$ cat src/rtl/sram_64x15_req_ctrl.sv
// Request/response front-end for a single-port bit-masked SRAM: zero-fills the array
// after reset, then turns valid/ready requests into SRAM cycles with an in-order read FIFO.
module sram_64x15_req_ctrl #(
    parameter int BITS          = 15,
    parameter int WORD_DEPTH    = 64,
    parameter int ADDR_WIDTH    = 6,
    parameter int INIT_ON_RESET = 1
) (
    input  logic                  clk,
    input  logic                  rst_n,
    input  logic                  req_v_in,
    output logic                  req_ready_out,
    input  logic                  req_we_in,
    input  logic [ADDR_WIDTH-1:0] req_addr_in,
    input  logic [BITS-1:0]       req_data_in,
    input  logic [BITS-1:0]       req_mask_in,
    output logic                  resp_v_out,
    input  logic                  resp_ready_in,
    output logic [BITS-1:0]       resp_data_out,
    output logic                  init_done_out,
    output logic                  sram_ce_out,
    output logic                  sram_we_out,
    output logic [ADDR_WIDTH-1:0] sram_addr_out,
    output logic [BITS-1:0]       sram_wd_out,
    output logic [BITS-1:0]       sram_w_mask_out,
    input  logic [BITS-1:0]       sram_rd_in
);

    typedef enum logic {ST_INIT, ST_RUN} state_e;

    localparam state_e                RESET_STATE = (INIT_ON_RESET != 0) ? ST_INIT : ST_RUN;
    localparam logic [ADDR_WIDTH-1:0] LAST_ADDR   = ADDR_WIDTH'(WORD_DEPTH - 1);

    state_e                state_q, state_d;
    logic [ADDR_WIDTH-1:0] cnt_q, cnt_d;
    logic                  inflight_q, inflight_d;
    logic [1:0]            occ_q, occ_d;
    logic                  wr_ptr_q, rd_ptr_q;
    logic [BITS-1:0]       fifo_q [2];

    logic                  push, pop, accept;
    logic [2:0]            pending;

    always_comb begin
        state_d         = state_q;
        cnt_d           = cnt_q;
        inflight_d      = 1'b0;
        pop             = 1'b0;
        accept          = 1'b0;
        push            = inflight_q;
        pending         = {1'b0, occ_q} + {2'b00, inflight_q};
        req_ready_out   = 1'b0;
        resp_v_out      = 1'b0;
        resp_data_out   = '0;
        init_done_out   = 1'b0;
        sram_ce_out     = 1'b0;
        sram_we_out     = 1'b0;
        sram_addr_out   = '0;
        sram_wd_out     = '0;
        sram_w_mask_out = '0;

        if (state_q == ST_INIT) begin
            sram_ce_out     = 1'b1;
            sram_we_out     = 1'b1;
            sram_addr_out   = cnt_q;
            sram_w_mask_out = '1;
            // Hold the counter on the last word so it never wraps.
            if (cnt_q == LAST_ADDR) begin
                state_d = ST_RUN;
            end else begin
                cnt_d = cnt_q + 1'b1;
            end
        end else begin
            init_done_out = 1'b1;
            resp_v_out    = (occ_q != 2'd0);
            resp_data_out = fifo_q[rd_ptr_q];
            pop           = resp_v_out & resp_ready_in;
            // Count the in-flight read as occupied so the FIFO can never overflow,
            // but credit a same-cycle pop to keep full read throughput.
            req_ready_out = (pending < (3'd2 + {2'b00, pop}));
            accept        = req_v_in & req_ready_out;
            inflight_d    = accept & ~req_we_in;
            if (accept) begin
                sram_ce_out     = 1'b1;
                sram_we_out     = req_we_in;
                sram_addr_out   = req_addr_in;
                sram_wd_out     = req_data_in;
                sram_w_mask_out = req_mask_in;
            end
        end

        occ_d = occ_q + {1'b0, push} - {1'b0, pop};

        if (!rst_n) begin
            req_ready_out   = 1'b0;
            resp_v_out      = 1'b0;
            resp_data_out   = '0;
            init_done_out   = 1'b0;
            sram_ce_out     = 1'b0;
            sram_we_out     = 1'b0;
            sram_addr_out   = '0;
            sram_wd_out     = '0;
            sram_w_mask_out = '0;
        end
    end

    always_ff @(posedge clk or negedge rst_n) begin
        if (!rst_n) begin
            state_q    <= RESET_STATE;
            cnt_q      <= '0;
            inflight_q <= 1'b0;
            occ_q      <= 2'd0;
            wr_ptr_q   <= 1'b0;
            rd_ptr_q   <= 1'b0;
            fifo_q[0]  <= '0;
            fifo_q[1]  <= '0;
        end else begin
            state_q    <= state_d;
            cnt_q      <= cnt_d;
            inflight_q <= inflight_d;
            occ_q      <= occ_d;
            if (push) begin
                fifo_q[wr_ptr_q] <= sram_rd_in;
                wr_ptr_q         <= ~wr_ptr_q;
            end
            if (pop) begin
                rd_ptr_q <= ~rd_ptr_q;
            end
        end
    end

endmodule

$ cat config.mk
export PLATFORM = sky130hd
export DESIGN_NAME = sram_64x15_req_ctrl
export DESIGN_NICKNAME = d
export VERILOG_FILES = /design/src/rtl/sram_64x15_req_ctrl.sv
export SDC_FILE = /design/constraint.sdc
export NUM_CORES = 1
export LEC_CHECK = 0
export CAP_MARGIN = 20
export CORE_AREA = 5 5 75 111
export DETAILED_ROUTE_END_ITERATION = 10
export DIE_AREA = 0 0 80 116
export GPL_TIMING_DRIVEN = 0
export HOLD_SLACK_MARGIN = 0.06
export PLACE_DENSITY = 0.68
export SLEW_MARGIN = 20
export SYNTH_ARGS = -nofsm -noshare
export SYNTH_HDL_FRONTEND = slang
export SYNTH_SLANG_ARGS = --single-unit
export TNS_END_PERCENT = 20
$ cat constraint.sdc
create_clock -name clk -period 5 [get_ports clk]
set_input_delay 1.5 -clock clk [delete_from_list [all_inputs] [get_ports clk]]
set_output_delay 1.5 -clock clk [all_outputs]
set_load 0.02 [all_outputs]
; ---- Word level (Yosys, flattened, before mapping)
; Index checks and enable logic that the tools add are counted.
[totals]
register_bits = 42
in_bits = 56
out_inout_bits = 56
word_cells = 64
[op_classes]
addsub = 5
n_lt_le_gt_ge = 4
n_eq_ne = 1
mux = 33
n_bitwise = 10
n_reduce_logical = 3
[ops]
columns = op, count
row1 = 15-bit two-way mux, 12
row2 = 30-bit bitwise mux, 1
row3 = 6-bit two-way mux, 3
row4 = 1-bit two-way mux, 16
row5 = 15-bit demux with 1-bit select, 1
row6 = "6-bit by 1-bit adder with 6-bit output, second input constant", 1
row7 = "6-bit == test, second input constant", 1
row8 = 1-bit NOT, 5
row9 = "2-bit greater-or-equal comparator, second input constant", 2
row10 = 1-bit NOT with 2-bit output, 2
row11 = 2-bit by 1-bit adder with 3-bit output, 1
row12 = "2-bit by 1-bit adder with 3-bit output, first input constant", 1
row13 = 1-bit bitwise AND, 3
row14 = 3-bit < comparator, 1
row15 = 2-bit by 1-bit adder with 2-bit output, 1
row16 = "2-bit by 1-bit < comparator with 1-bit output, second input constant", 1
row17 = 2-bit AND reduction, 1
row18 = 2-bit nonzero test, 1
row19 = 2-bit by 1-bit subtractor with 2-bit output, 1
row20 = 1-bit logical AND, 1

; ---- Depth between registers and ports, before layout
[depth]
depth_word = 8
mapped_depth = 7
ltp_nobuf = 7

; ---- Least setup slack after synthesis
; Ideal clock, no wire load.
[synth_path]
path_type = input to output
startpoint = in resp_ready_in
endpoint = out req_ready_out
t_arrival_ps = 2452
t_required_ps = 3500
slack_ps = 1048
path_stages = 5
path_buffers = 2
path_cell_list = o21ai_2 -> o21a_1 -> buf_6 -> buf_6 -> nor3_1
[synth_between]
elab_chain_len = 5
[synth_rtl]
columns = element, line_no
row1 = "start, declared", 18  ; input logic resp_ready_in,
row2 = 1-bit bitwise AND, 77  ; pop = resp_v_out & resp_ready_in;
row3 = 2-bit by 1-bit adder with 3-bit output, 80  ; req_ready_out = (pending < (3'd2 + {2'b00, pop}));
row4 = 3-bit < comparator, 80
row5 = 1-bit two-way mux, 62  ; if (state_q == ST_INIT) begin
row6 = 1-bit two-way mux, 94  ; if (!rst_n) begin
row7 = "end, declared", 12  ; output logic req_ready_out,
; No other way between the ends.

; ---- Worst setup path in the final report
[layout_path]
startpoint = in req_v_in
endpoint = out sram_w_mask_out[8]
[layout_between]
elab_chain_len = 4
[layout_rtl]
columns = element, line_no
row1 = "start, declared", 11  ; input logic req_v_in,
row2 = 1-bit bitwise AND, 81  ; accept = req_v_in & req_ready_out;
row3 = 15-bit two-way mux, 83  ; if (accept) begin
row4 = 15-bit two-way mux, 62
row5 = 15-bit two-way mux, 94
row6 = "end, declared", 25  ; output logic [BITS-1:0] sram_w_mask_out,
; No other way between the ends.

==> metrics.cfg <==
[clock_network]
clockBufferDepth=2
clk_latency_ns=0.28
cts-buffers-inserted=5
cts_resized=3
cts_setup_buffers=0
cts_tree=yes
clock-sinks=42
cts_hold_buffers=0
cts-root-buf=clkbuf_8
clkTransAtPathRegs_ns=0.07
htree_num_levels=2

[global_route]
grt_pass1_wl_um=10700
grt_max_degree=31
grt_util_all_layers=0.144
gr-total-overflow=0
grt_pass1_vias=2231
antenna_found_initial=0

[power]
ir_worst_vdd_mv=0.143
p_leak_nw=1.61
finalPower_uw=711
power.density_nw_per_um2=186

[finish]
area_growth_pct=55.4
final_common_cell=clkdlybuf4s50_1
layout_common_cells=clkdlybuf4s50_1, dfrtp_1, mux2_2
nets=402
layout-drive-gt1-share=0.216
fillCellCount=707
fin_area_um2=3810
diodes=0

[outcome]
status=finished clean

[synth]
syn_avg_cell_area_um2=11.1
yosysSeqAreaShare=0.428
synthCells=222
synth-seq-cells=42
synth_cell_types=34
syn_area_um2=2450
synth_warnings=0
syn-num-nets=283

[detailed_routing]
num_vias=2150
drc=0
wl_met3_um=284
avgRoutedWirePerCell_um=15.1
met1_length_um=2430
top_layer_used=met4
drtIter0Drc=91
wl_met2_um=3820
antenna_left=0
wl_um=6680
via_per_inst=4.86
drtPass1Iterations=4

[min_path]
hp-start=wr_ptr_q$_DFFE_PN0P_
min_to=wr_ptr_q$_DFFE_PN0P_
hold_path.class=reg -> reg
min_path_cells=1

[worst_setup_path]
cp-start-kind=input port
worstPathArrival_ns=3.35
r2r_cells=7
r2r_end=occ_q[1]$_DFF_PN0_
end_kind=primary output
reg2reg_slack_ns=3.39
cp_max_fo=10
criticalPathCategory=in -> out
critPathRequiredTime_ns=3.50
r2r-start=state_q$_DFF_PN0_

[timing]
max_freq_ghz=0.206
period_share=0.970
worst_slack_ns=0.148
fin_crit_ns=4.85
holdWs_ns=0.497
relSlewSlack=0.654
skew_ns=0.00506
hold_viol=0
setup_viol=0
report.final.slew_viol_count=0
worst_pin_slew_ns=0.518
rsz0062_at_grt=no

[die]
die_w_um=80
start_util=0.340
die_h_um=116
io_pins=112
die_area_um2=9280
num_rows=38
core_area_um2=7230

[flow_run]
maxCapViolCount=0

[placement]
post_dp_cell_area_um2=3700
io_buffers=111
dp_worst_setup_slack_ns=-0.0620
place_congestion=0.755
dp_hpwl_um=5290

[critical path, cell delays in order]
cell	delay, ns
clkdlybuf4s50_1	0.47
nor2b_1	0.13
clkbuf_2	0.20
buf_2	0.24
a41o_1	0.19
clkdlybuf4s50_1	0.62
[sequential cells by signal (all words and copies together), names as in the netlist]
| register | flops |
|---|---|
| fifo_q | 30 |
| cnt_q | 6 |
| occ_q | 2 |
| inflight_q | 1 |
| rd_ptr_q | 1 |
| state_q | 1 |
| wr_ptr_q | 1 |
[cells by family after synthesis]
group	synth area share
AO/OA/AOI/OAI	0.121
buffers and inverters	0.0520
adder cells (fa/ha/maj)	0.0255
multiplexers	0.210
AND/OR/NAND/NOR	0.146
XOR/XNOR	0.0179
flip-flops	0.428
[stage by stage]
stage,cells,utilization,TNS [ns]
global placement,433,0.511,-83.74
global route,442,0.528,0
finish,442,0.528,0
floorplan,222,-,0
detailed placement,434,0.513,-0.715
CTS,442,0.526,0
[worst max path at each step]
stage          cells past startpoint           from  slack, ns                 end
2_1_floorplan                      5  resp_ready_in       1.05       req_ready_out
5_1_grt                            8          rst_n       0.04      sram_wd_out[7]
3_5_place_dp                       6          rst_n      -0.06    sram_addr_out[4]
3_3_place_gp                       5          rst_n      -1.76    sram_addr_out[4]
6_report                           6       req_v_in       0.15  sram_w_mask_out[8]
4_1_cts                            8          rst_n       0.09      sram_wd_out[9]
[area by class of cell]
type / instances / area, µm² / share of cell area
buffer: 19 / 114 / 0.0299
clock buffer: 7 / 86.3 / 0.0226
clock inverter: 1 / 5.00 / 0.00131
inverter: 4 / 15.0 / 0.00394
multi-input combinational: 157 / 1280 / 0.336
sequential: 42 / 1050 / 0.276
tap: 100 / 125 / 0.0328
timing repair buffer: 112 / 1130 / 0.297
[synthesized netlist by cell type]
library cell | n | area [µm²]
mux2_4 | 1 | 15.0
nor4_1 | 1 | 6.26
dfrtp_1 | 42 | 1050
nand2b_1 | 1 | 6.26
nor3_1 | 7 | 35.0
ha_1 | 5 | 62.6
mux2i_1 | 15 | 150
clkbuf_1 | 3 | 11.3
buf_4 | 1 | 7.51
nor2_1 | 19 | 71.3
a32o_1 | 6 | 60.1
nor3_2 | 9 | 90.1
a41o_1 | 16 | 160
mux2_2 | 31 | 349
a41oi_1 | 1 | 8.76
nand2_1 | 18 | 67.6
o21ai_2 | 3 | 26.3
and2_1 | 1 | 6.26
and4b_1 | 1 | 10.0
nand3_1 | 3 | 15.0
nor2b_1 | 6 | 37.5
clkbuf_2 | 1 | 5.00
buf_6 | 3 | 33.8
o21a_1 | 2 | 15.0
nand2_2 | 1 | 6.26
a21oi_1 | 1 | 5.00
nand4_1 | 1 | 6.26
xor2_1 | 2 | 17.5
inv_1 | 3 | 11.3
inv_2 | 1 | 3.75
xnor2_1 | 3 | 26.3
buf_2 | 11 | 55.1
a31o_2 | 1 | 8.76
a31oi_1 | 2 | 12.5
[report_power, final]
part	internal (mW)	switching, mW
registers	0.351	0.00640
logic	0.0794	0.0567
clock network	0.111	0.106
total	0.542	0.169
[layer usage]
layer  up-vias  GRT usage
li1       1042          -
met1      1043      0.162
met2        52      0.269
met3        13     0.0233
met4         0     0.0519
met5         -          0
Note: power is estimated with default switching activity, not from simulation.
